==> src/rtl/ram_byte_streamer_pkg.sv <==
// Shared constants and FSM state type for the RAM byte streamer.
package ram_stream_pkg;

  localparam int ADDR_W         = 19;
  localparam int DATA_W         = 16;
  localparam int BYTES_PER_WORD = 2;

  typedef enum logic [1:0] {
    IDLE,
    RUN,
    DRAIN,
    DONE
  } state_t;

endpackage

==> src/rtl/ram_byte_streamer_if.sv <==
// Control, RAM port B and byte-stream signals of the RAM byte streamer.
// The master modport is the streamer itself; slave is its environment.
interface ram_byte_streamer_if;
  import ram_stream_pkg::*;

  logic              start;
  logic [ADDR_W-1:0] base_addr;
  logic [ADDR_W-1:0] word_count;
  logic              busy;
  logic              done;
  logic [ADDR_W-1:0] ram_address;
  logic [DATA_W-1:0] ram_q;
  logic [7:0]        out_byte;
  logic              out_valid;
  logic              out_ready;

  modport master (
    input  start, base_addr, word_count, ram_q, out_ready,
    output busy, done, ram_address, out_byte, out_valid
  );

  modport slave (
    output start, base_addr, word_count, ram_q, out_ready,
    input  busy, done, ram_address, out_byte, out_valid
  );

endinterface

==> src/rtl/ram_byte_streamer_fifo.sv <==
// Small show-ahead synchronous FIFO holding RAM words between the read
// latency pipe and the byte serialiser. Head data is visible while not empty.
module ram_word_fifo #(
  parameter  int WIDTH = 16,
  parameter  int DEPTH = 4,
  localparam int PTR_W = $clog2(DEPTH),
  localparam int CNT_W = $clog2(DEPTH) + 1
) (
  input  logic             clk,
  input  logic             rst_n,
  input  logic             i_push,
  input  logic [WIDTH-1:0] i_data,
  input  logic             i_pop,
  output logic [WIDTH-1:0] o_data,
  output logic             o_full,
  output logic             o_empty,
  output logic [CNT_W-1:0] o_count
);

  logic [WIDTH-1:0] r_mem [DEPTH];
  logic [PTR_W-1:0] r_wr_ptr;
  logic [PTR_W-1:0] r_rd_ptr;
  logic [CNT_W-1:0] r_count;

  // Storage array; contents need no reset because occupancy gates every read.
  always_ff @(posedge clk) begin
    if (i_push) begin
      r_mem[r_wr_ptr] <= i_data;
    end
  end

  // Pointers and occupancy; pointers wrap naturally because DEPTH is a power of two.
  always_ff @(posedge clk or negedge rst_n) begin
    if (!rst_n) begin
      r_wr_ptr <= '0;
      r_rd_ptr <= '0;
      r_count  <= '0;
    end else begin
      if (i_push) begin
        r_wr_ptr <= r_wr_ptr + PTR_W'(1);
      end
      if (i_pop) begin
        r_rd_ptr <= r_rd_ptr + PTR_W'(1);
      end
      case ({i_push, i_pop})
        2'b10:   r_count <= r_count + CNT_W'(1);
        2'b01:   r_count <= r_count - CNT_W'(1);
        default: r_count <= r_count;
      endcase
    end
  end

  assign o_data  = r_mem[r_rd_ptr];
  assign o_full  = (r_count == CNT_W'(DEPTH));
  assign o_empty = (r_count == '0);
  assign o_count = r_count;

  // The issue credit rule upstream must make overflow and underflow impossible.
  a_no_overflow : assert property (@(posedge clk) disable iff (!rst_n) !(i_push && o_full));
  a_no_underflow : assert property (@(posedge clk) disable iff (!rst_n) !(i_pop && o_empty));

endmodule

==> src/rtl/ram_byte_streamer.sv <==
// Reads a contiguous range of RAM words through port B and streams them out
// as bytes, low byte first. Reads are issued only while the words already in
// flight plus those buffered fit in the FIFO, so back-pressure never loses data.
module ram_byte_streamer
  import ram_stream_pkg::*;
#(
  parameter int RD_LAT     = 2,
  parameter int FIFO_DEPTH = 4
) (
  input  logic                clk,
  input  logic                rst_n,
  ram_byte_streamer_if.master bus
);

  // A token spends one cycle with its address on ram_address and then RD_LAT
  // cycles of RAM latency; it leaves the pipe in the cycle ram_q holds its word.
  localparam int PIPE_D = RD_LAT + 1;
  localparam int CNT_W  = $clog2(FIFO_DEPTH) + 1;
  localparam int INF_W  = $clog2(PIPE_D + FIFO_DEPTH + 1);
  localparam int BYTE_W = DATA_W / BYTES_PER_WORD;

  state_t            r_state;
  state_t            w_state_next;
  logic [ADDR_W-1:0] r_base;
  logic [ADDR_W-1:0] r_count;
  logic [ADDR_W-1:0] r_issued;
  logic [ADDR_W-1:0] r_ram_address;
  logic [PIPE_D-1:0] r_pipe;
  logic [DATA_W-1:0] r_out_word;
  logic              r_out_hi;
  logic              r_out_valid;

  logic              w_issue;
  logic              w_last_issue;
  logic              w_push;
  logic              w_pop;
  logic              w_fire;
  logic              w_fifo_full;
  logic              w_fifo_empty;
  logic [CNT_W-1:0]  w_fifo_count;
  logic [DATA_W-1:0] w_fifo_data;
  logic [INF_W-1:0]  w_pipe_cnt;
  logic [INF_W-1:0]  w_inflight;
  logic              w_drained;

  ram_word_fifo #(
    .WIDTH (DATA_W),
    .DEPTH (FIFO_DEPTH)
  ) u_fifo (
    .clk     (clk),
    .rst_n   (rst_n),
    .i_push  (w_push),
    .i_data  (bus.ram_q),
    .i_pop   (w_pop),
    .o_data  (w_fifo_data),
    .o_full  (w_fifo_full),
    .o_empty (w_fifo_empty),
    .o_count (w_fifo_count)
  );

  // Count tokens in the latency pipe; together with FIFO occupancy this is the credit in use.
  always_comb begin
    w_pipe_cnt = '0;
    for (int i = 0; i < PIPE_D; i++) begin
      w_pipe_cnt = w_pipe_cnt + INF_W'(r_pipe[i]);
    end
  end

  assign w_inflight   = w_pipe_cnt + INF_W'(w_fifo_count);
  assign w_issue      = (r_state == RUN) && (r_issued != r_count) &&
                        (w_inflight < INF_W'(FIFO_DEPTH));
  assign w_last_issue = w_issue && ((r_issued + ADDR_W'(1)) == r_count);
  assign w_push       = r_pipe[PIPE_D-1];
  assign w_fire       = r_out_valid && bus.out_ready;
  assign w_pop        = !w_fifo_empty && (!r_out_valid || (w_fire && r_out_hi));
  assign w_drained    = (r_pipe == '0) && w_fifo_empty && !r_out_valid;

  // State register.
  always_ff @(posedge clk or negedge rst_n) begin
    if (!rst_n) begin
      r_state <= IDLE;
    end else begin
      r_state <= w_state_next;
    end
  end

  // Next-state logic; start is only honoured in IDLE, so no request is queued.
  always_comb begin
    w_state_next = r_state;
    case (r_state)
      IDLE: begin
        if (bus.start) begin
          w_state_next = (bus.word_count == '0) ? DONE : RUN;
        end
      end
      RUN: begin
        if (w_last_issue) begin
          w_state_next = DRAIN;
        end
      end
      DRAIN: begin
        if (w_drained) begin
          w_state_next = DONE;
        end
      end
      DONE: begin
        w_state_next = IDLE;
      end
      default: begin
        w_state_next = IDLE;
      end
    endcase
  end

  // Status outputs decoded from the current state.
  always_comb begin
    bus.busy = (r_state == RUN) || (r_state == DRAIN);
    bus.done = (r_state == DONE);
  end

  // Transfer capture, read issue and latency pipe; ram_address holds when idle.
  always_ff @(posedge clk or negedge rst_n) begin
    if (!rst_n) begin
      r_base        <= '0;
      r_count       <= '0;
      r_issued      <= '0;
      r_ram_address <= '0;
      r_pipe        <= '0;
    end else begin
      r_pipe <= {r_pipe[PIPE_D-2:0], w_issue};
      if ((r_state == IDLE) && bus.start) begin
        r_base   <= bus.base_addr;
        r_count  <= bus.word_count;
        r_issued <= '0;
      end else if (w_issue) begin
        r_ram_address <= r_base + r_issued;
        r_issued      <= r_issued + ADDR_W'(1);
      end
    end
  end

  // Byte serialiser: load a word, send its low byte then its high byte, and
  // load the next word on the same edge the high byte goes so bytes flow every cycle.
  always_ff @(posedge clk or negedge rst_n) begin
    if (!rst_n) begin
      r_out_word  <= '0;
      r_out_hi    <= 1'b0;
      r_out_valid <= 1'b0;
    end else if (w_pop) begin
      r_out_word  <= w_fifo_data;
      r_out_hi    <= 1'b0;
      r_out_valid <= 1'b1;
    end else if (w_fire) begin
      if (!r_out_hi) begin
        r_out_hi <= 1'b1;
      end else begin
        r_out_hi    <= 1'b0;
        r_out_valid <= 1'b0;
      end
    end
  end

  assign bus.ram_address = r_ram_address;
  assign bus.out_valid   = r_out_valid;
  assign bus.out_byte    = r_out_hi ? r_out_word[DATA_W-1:BYTE_W] : r_out_word[BYTE_W-1:0];

endmodule

==> src/flat_wrapper.sv <==
// flat-port wrapper written by rule: the top's interface ports become plain ports
module ram_byte_streamer_flat import ram_stream_pkg::*;
#(
  parameter int RD_LAT     = 2,
  parameter int FIFO_DEPTH = 4
)
  (clk, rst_n, bus_start, bus_base_addr, bus_word_count, bus_ram_q, bus_out_ready, bus_busy, bus_done, bus_ram_address, bus_out_byte, bus_out_valid);
  ram_byte_streamer_if bus_i ();
  input  logic clk;
  input  logic rst_n;
  input wire logic [$bits(bus_i.start)-1:0] bus_start;
  input wire logic [$bits(bus_i.base_addr)-1:0] bus_base_addr;
  input wire logic [$bits(bus_i.word_count)-1:0] bus_word_count;
  input wire logic [$bits(bus_i.ram_q)-1:0] bus_ram_q;
  input wire logic [$bits(bus_i.out_ready)-1:0] bus_out_ready;
  output wire logic [$bits(bus_i.busy)-1:0] bus_busy;
  output wire logic [$bits(bus_i.done)-1:0] bus_done;
  output wire logic [$bits(bus_i.ram_address)-1:0] bus_ram_address;
  output wire logic [$bits(bus_i.out_byte)-1:0] bus_out_byte;
  output wire logic [$bits(bus_i.out_valid)-1:0] bus_out_valid;
  assign bus_i.start = bus_start;
  assign bus_i.base_addr = bus_base_addr;
  assign bus_i.word_count = bus_word_count;
  assign bus_i.ram_q = bus_ram_q;
  assign bus_i.out_ready = bus_out_ready;
  assign bus_busy = bus_i.busy;
  assign bus_done = bus_i.done;
  assign bus_ram_address = bus_i.ram_address;
  assign bus_out_byte = bus_i.out_byte;
  assign bus_out_valid = bus_i.out_valid;
  ram_byte_streamer #(.RD_LAT(RD_LAT), .FIFO_DEPTH(FIFO_DEPTH)) u_core (.clk(clk), .rst_n(rst_n), .bus(bus_i));
endmodule
==> config.mk <==
export PLATFORM = sky130hd
export DESIGN_NAME = ram_byte_streamer_flat
export DESIGN_NICKNAME = d
export VERILOG_FILES = /design/src/rtl/ram_byte_streamer_pkg.sv /design/src/rtl/ram_byte_streamer_if.sv /design/src/rtl/ram_byte_streamer_fifo.sv /design/src/rtl/ram_byte_streamer.sv /design/src/flat_wrapper.sv
export SDC_FILE = /design/constraint.sdc
export NUM_CORES = 1
export LEC_CHECK = 0
export BUFFER_PORTS_ARGS = -buffer_cell sky130_fd_sc_hd__buf_2
export CAP_MARGIN = 20
export CELL_PAD_IN_SITES_DETAIL_PLACEMENT = 2
export CELL_PAD_IN_SITES_GLOBAL_PLACEMENT = 2
export CORE_ASPECT_RATIO = 0.75
export CORE_UTILIZATION = 43
export DETAILED_ROUTE_END_ITERATION = 10
export PLACE_DENSITY_LB_ADDON = 0.08
export SLEW_MARGIN = 0
export SYNTH_ARGS = -nofsm -noshare
export SYNTH_HDL_FRONTEND = slang
export SYNTH_HIERARCHICAL = 1
export SYNTH_SLANG_ARGS = --single-unit
==> constraint.sdc <==
create_clock -name clk -period 4.4 [get_ports clk]
set_input_delay 0 -clock clk [delete_from_list [all_inputs] [get_ports clk]]
set_output_delay 0 -clock clk [all_outputs]
set_load 0.01 [all_outputs]
### Yosys cells after proc, flatten, opt, wreduce, memory -nomap -nowiden

Memory sizes are Yosys's and may differ from the RTL's. A register that Yosys moved wholly into a read port is not among the register bits.
Index checks and enable logic that the tools add are counted.
W data, S select, Z words.

| operators by class | value |
|---|---|
| add/sub/neg operators | 9 |
| $mul | 0 |
| divide/modulo/power cells | 0 |
| order comparisons | 1 |
| eq/ne operators | 10 |
| shift operators | 0 |
| multiplexer cells | 17 |
| bitwise gates (word level) | 1 |
| reduce and logical (&&, ||, !) cells | 25 |

Operator list:

| cell | number |
|---|---|
| $mux W19 | 2 |
| $add A19 B1 Y19 const B | 1 |
| $add A19 B19 Y19 | 1 |
| $eq A19 B19 Y1 | 1 |
| $logic_not A19 Y1 | 1 |
| $ne A19 B19 Y1 | 1 |
| $logic_and A1 B1 Y1 | 9 |
| $mux W1 | 8 |
| $mux W2 | 4 |
| $mux W8 | 1 |
| $pmux W2 S4 | 1 |
| $reduce_bool A2 Y1 | 4 |
| $eq A2 B2 Y1 const B | 3 |
| $logic_not A3 Y1 | 2 |
| $pmux W3 S2 | 1 |
| $add A2 B1 Y2 const B | 2 |
| $eq A2 B1 Y1 const B | 2 |
| $ne A2 B1 Y1 const B | 2 |
| $reduce_and A2 Y1 | 2 |
| $add A3 B1 Y3 | 1 |
| $add A3 B1 Y3 const B | 1 |
| $add A3 B3 Y3 | 1 |
| $logic_not A1 Y1 | 3 |
| $lt A3 B3 Y1 const B | 1 |
| 7 further kinds | 8 |

| storage, ports and cells | value |
|---|---|
| bits in registers | 90 |
| bits in latches | 0 |
| RAM bits | 64 |
| ROM bits | 0 |
| bits of input ports | 58 |
| output and inout bits | 30 |
| memories | 1 |

Memory list:

| memory | words | width | rd ports | clocked after memory_dff | write ports | RTL line | RTL |
|---|---|---|---|---|---|---|---|
| u_core.u_fifo.r_mem | 4 | 16 | 1 | 1 | 1 | ram_byte_streamer_fifo.sv:20 | `logic [WIDTH-1:0] r_mem [DEPTH];` |

### Logic depth before layout (Yosys ltp)

| logic depth | value |
|---|---|
| depth after elaboration | 8 |
| depth in mapped cells | 12 |

### Modules after synthesis

Netlist, hierarchy kept.

By module, submodules not included:

| module | instances | cells an instance | area each (sq um) | seq. area each (sq um) |
|---|---|---|---|---|
| ram_byte_streamer | 1 | 609 | 5589.1 | 2477.4 |
| ram_word_fifo | 1 | 121 | 2747.6 | 2097.0 |

### Worst setup path after synthesis

Ideal clock, no wire load.

| path | value |
|---|---|
| path type | flip-flop to flip-flop |
| from | reg u_core.r_issued[1] |
| to | reg u_core.r_state[0] |
| setup time | 134 ps |
| arrival time | 2365 ps |
| slack | 1902 ps |
| stages on the path, launching flop included | 8 |
| cells stage by stage | dfrtp_1 -> ha_1 -> nand3_2 -> or4_4 -> or3_1 -> a2111oi_2 -> a41oi_1 -> mux2i_1 |

| on the way | value |
|---|---|
| longest elaborated chain between the ends | 6 |
| elaborated cells between the ends (all ways) | 8 |

RTL lines:

| what | RTL line | RTL |
|---|---|---|
| start: declaration | ram_byte_streamer.sv:26 | `logic [ADDR_W-1:0] r_issued;` |
| start signal: assignment | ram_byte_streamer.sv:137 | `r_issued <= r_issued + ADDR_W'(1);` |
| branches (longest 3 deep; another with $add A19 B1 Y19) | - |  |
| $logic_and A1 B1 Y1 * | ram_byte_streamer.sv:72 | `assign w_last_issue = w_issue && ((r_issued + ADDR_W'(1)) == r_count);` |
| $ne A2 B1 Y1 (no line) * | - |  |
| $reduce_and A3 Y1 (no line) * | - |  |
| end signal: assignment | ram_byte_streamer.sv:83 | `r_state <= w_state_next;` |
| end: declaration | ram_byte_streamer.sv:22 | `state_t r_state;` |

Mark *: on every way between the ends.
A chain may end at the register's enable or synchronous reset.

### Worst setup path in the final report

| path | value |
|---|---|
| from | reg u_core.r_issued[0] |
| to | reg u_core.r_ram_address[18], in the netlist u_core/bus.ram_address[18] |

| on the way | value |
|---|---|
| longest elaborated chain between the ends | 4 |
| elaborated cells between the ends (all ways) | 5 |

RTL lines:

| what | RTL line | RTL |
|---|---|---|
| branches (longest 4 deep; another with $add A19 B19 Y19) | - |  |
| end signal: assignment | ram_byte_streamer.sv:136 | `r_ram_address <= r_base + r_issued;` |
| end: declaration | ram_byte_streamer.sv:27 | `logic [ADDR_W-1:0] r_ram_address;` |

Parallel ways; which one is timed is not known.

==> impl_metrics.prom <==
# TYPE chip_impl_metric gauge
chip_impl_metric{name="highest_clock_frequency_the_design_can_meet",unit="MHz"} 321
chip_impl_metric{name="die_width",unit="µm"} 163
chip_impl_metric{name="tmin_final",unit="ns"} 3.11
chip_impl_metric{name="postCtsSetupRepairBufs",unit=""} 0
chip_impl_metric{name="dieArea",unit="mm²"} 0.0199
chip_impl_metric{name="count_of_nets_left_with_antenna_violations_after_detail_routing",unit=""} 0
chip_impl_metric{name="fp.dieH",unit="µm"} 123
chip_impl_metric{name="p_leak",unit="nW"} 4.49
chip_impl_metric{name="cts.reportedPaths.clkPinSlew",unit="ns"} 0.08
chip_impl_metric{name="floorplan.initialDensity",unit="%"} 44.5
chip_impl_info{name="cts_tree",value="yes"} 1
chip_impl_info{name="grt_setup_unrepaired",value="no"} 1
chip_impl_metric{name="globalRouteOverflowTotal",unit=""} 0
chip_impl_metric{name="rrSetupSlack",unit="ns"} 1.29
chip_impl_metric{name="dpl_cell_area",unit="mm²"} 0.00898
chip_impl_metric{name="pwr-share-seq",unit="%"} 39.4
chip_impl_metric{name="routed-via-count",unit=""} 6542
chip_impl_metric{name="drt-pass1-iter-count",unit=""} 5
chip_impl_metric{name="timing.setup.tns",unit="ns"} 0
chip_impl_metric{name="wl",unit="µm"} 28100
chip_impl_metric{name="grt_util_met3",unit="%"} 4.77
chip_impl_metric{name="critPathMaxFanout",unit=""} 7
chip_impl_metric{name="grt_pass1_vias",unit=""} 7211
chip_impl_metric{name="final_cycle_share",unit="%"} 70.7
chip_impl_metric{name="synth_warnings",unit=""} 6
chip_impl_metric{name="cts_max_level",unit=""} 4
chip_impl_metric{name="rows",unit=""} 43
chip_impl_metric{name="power.density",unit="mW/mm²"} 655
chip_impl_metric{name="routabilityCongestion",unit=""} 0.881
chip_impl_info{name="global_route.peak_usage_layer",value="met2"} 1
chip_impl_metric{name="design.core.area",unit="mm²"} 0.0187
chip_impl_info{name="end_kind",value="flop"} 1
chip_impl_metric{name="cts_hold_buf",unit=""} 56
chip_impl_info{name="path_class",value="flop to flop"} 1
chip_impl_metric{name="crit_arrival",unit="ns"} 3.46
chip_impl_metric{name="mappedNetlistNets",unit=""} 821
chip_impl_metric{name="worst-endpoint-required",unit="ns"} 4.74
chip_impl_info{name="type_of_the_tightest_min_delay_check",value="input pin to asynchronous set/reset pin"} 1
chip_impl_metric{name="post_drt_wl_per_cell",unit="µm"} 24.9
chip_impl_info{name="cp_common_cell",value="a21oi_1"} 1
chip_impl_metric{name="initialDrtViolationCount",unit=""} 461
chip_impl_metric{name="power.total",unit="W"} 0.00665
chip_impl_metric{name="final_layout_size_suffix_gt1_share",unit="%"} 18.8
chip_impl_metric{name="cts-root-to-sink-buffers",unit=""} 2
chip_impl_metric{name="p_sw",unit="W"} 0.00273
chip_impl_info{name="critical_path.startpoint_type",value="flop"} 1
chip_impl_metric{name="place.detailed.hpwl",unit="µm"} 17800
chip_impl_metric{name="global_route.usage.total",unit="%"} 29.5
chip_impl_metric{name="peak_vdd_ir",unit="µV"} 279
chip_impl_metric{name="slew-limit-headroom",unit="%"} 27.0
chip_impl_metric{name="detailed_route_vias_per_instance",unit=""} 5.79
chip_impl_metric{name="cts.sinks",unit=""} 170
chip_impl_info{name="crit_path_top_delay_cell",value="dfrtp_1"} 1
chip_impl_metric{name="mappedNetlistArea",unit="mm²"} 0.00833
chip_impl_metric{name="number_of_buffer_cells_added_on_primary_ports",unit=""} 87
chip_impl_metric{name="drt_drc_violations_left",unit=""} 0
chip_impl_metric{name="comb_power_share",unit="%"} 37.6
chip_impl_info{name="outcome",value="finished clean"} 1
chip_impl_metric{name="gr-usage-met1",unit="%"} 40.2
chip_impl_metric{name="report.final.slew_viol_count",unit=""} 0
chip_impl_metric{name="max_cap_violations",unit=""} 0
chip_impl_metric{name="timing.reg2reg.worst_path_depth",unit=""} 10
chip_impl_metric{name="finalNetCount",unit=""} 961
chip_impl_metric{name="finalInstanceArea",unit="mm²"} 0.0102
chip_impl_metric{name="final-hold-violation-count",unit=""} 0
chip_impl_metric{name="antenna_found_initial",unit=""} 0
chip_impl_metric{name="cts-buffers-inserted",unit=""} 17
chip_impl_metric{name="clk_latency",unit="ns"} 0.44
chip_impl_metric{name="grt.met2_usage",unit="%"} 48.9
chip_impl_metric{name="critPathMaxStageDelay",unit="ns"} 0.55
chip_impl_metric{name="wire_length_of_the_first_global_routing_pass",unit="µm"} 43100
chip_impl_metric{name="grt_start_max_net_pins",unit=""} 56
chip_impl_metric{name="pin_count",unit=""} 88
chip_impl_info{name="critical_path.endpoint",value="u_core/bus.ram_address[18]"} 1
chip_impl_info{name="r2r-end",value="u_core/bus.ram_address[18]"} 1
chip_impl_metric{name="area.growth.synth_to_final",unit="%"} 22.0
chip_impl_info{name="critical_path.reg2reg.startpoint",value="u_core/r_issued[0]"} 1
chip_impl_metric{name="final-setup-viol-count",unit=""} 0
chip_impl_info{name="cts_root_buf",value="clkbuf_16"} 1
chip_impl_metric{name="p_sw_share",unit="%"} 41.0
chip_impl_metric{name="timing.clock.skew",unit="ns"} 0.0147
chip_impl_metric{name="antennaDiodeCount",unit=""} 0
chip_impl_info{name="crit_path_cell_trace",value="ha_1 > inv_1 > fa_1 > nand2b_1 > a21oi_1 > o21ai_0 > a211oi_1 > a21oi_1 > o21a_1 > o31ai_1"} 1
chip_impl_metric{name="worst_slew_pin_slew",unit="ns"} 1.09
chip_impl_metric{name="cts-resized-gates",unit=""} 0
chip_impl_metric{name="synthCells",unit=""} 729
chip_impl_info{name="startpoint",value="u_core/r_issued[0]"} 1
chip_impl_metric{name="synthesis.area_per_instance",unit="µm²"} 11.4
chip_impl_metric{name="internal_power",unit="W"} 0.00393
chip_impl_metric{name="clock_power_share",unit="%"} 23.1
-- power groups by stage --
| stage | combinational [W] | clock, W | sequential (W) |
|---|---|---|---|
| finish | 0.00250 | 0.00153 | 0.00262 |
| global route | 0.00270 | 0.00161 | 0.00267 |
| CTS | 0.00240 | 0.00156 | 0.00262 |
| detailed placement | 0.00229 | 0 | 0.00264 |
| global placement | 0.00211 | 0 | 0.00258 |
| floorplan | 0.00163 | 0 | 0.00240 |
-- critical path, delay by kind of cell (launching register included) --
family / cells / cell delay (ns)
AO/OA/AOI/OAI: 6 / 1.46
adder cells (fa/ha/maj): 2 / 0.72
flip-flops: 1 / 0.55
AND/OR/NAND/NOR: 1 / 0.21
buffers and inverters: 1 / 0.08
-- metrics by stage --
stage	utilization [%]	instances	worst slack [ns]	hold WS [ns]
after floorplan	-	729	1.90	-0.296
after global placement	48.0	1040	1.64	0.118
after detailed placement	48.0	1040	1.39	0.128
after CTS	54.1	1128	1.34	0.162
after global routing	54.3	1129	1.12	0.205
final	54.3	1129	1.29	0.185
-- worst min path at each step --
stage	from	endpoint	slack [ns]
floorplan	rst_n	u_core/bus.out_valid	-0.30
detailed placement	rst_n	u_core/r_out_word[7]	0.13
global route	bus_start	u_core/r_state[1]	0.21
global placement	rst_n	u_core/r_out_word[7]	0.12
CTS	bus_start	u_core/r_state[1]	0.16
finish	rst_n	u_core/r_out_word[7]	0.19
-- cell type report --
type | count | area, µm²
fillers | 1812 | 8560
flip-flops and latches | 170 | 4570
multi-input cells | 504 | 3520
repair buffers | 150 | 1070
clock buffers | 18 | 439
well taps | 247 | 309
clock inverters | 14 | 154
inverters | 26 | 97.6
-- layout by cell type, fill, tap and decap left out, types with 8 or more instances in the layout --
master and count:
nand2_1 149, dfrtp_1 106, buf_2 86, edfxtp_1 64, dlygate4sd3_1 56, o21ai_0 40, xor2_1 34, ha_1 31
a21oi_1 28, inv_1 26, mux2_2 25, nor2_1 21, xnor2_1 19, clkbuf_16 17, or3_1 15, nor4_1 11
nor3_1 11, nand3_1 11, and3_1 8, mux4_2 8, mux4_1 8
-- flip-flops by register name, summed over array words and instances, names as in the netlist --
name / flops
u_core/bus.ram_address: 19
u_core/r_state: 2
u_core/u_fifo/r_rd_ptr: 2
u_core/u_fifo/r_wr_ptr: 2
u_core/u_fifo/r_mem: 64
u_core/r_out_hi: 1
u_core/u_fifo/o_count: 3
u_core/bus.out_valid: 1
u_core/r_count: 19
u_core/r_base: 19
u_core/r_out_word: 16
u_core/r_pipe: 3
u_core/r_issued: 19
-- per-layer routing --
layer | wire [µm] | vias to the layer above
met4 | 371 | 0
li1 | - | 2874
met1 | 13000 | 3442
met2 | 13700 | 191
met5 | 0 | -
met3 | 1120 | 35
Power figures use the tool's default switching activity.
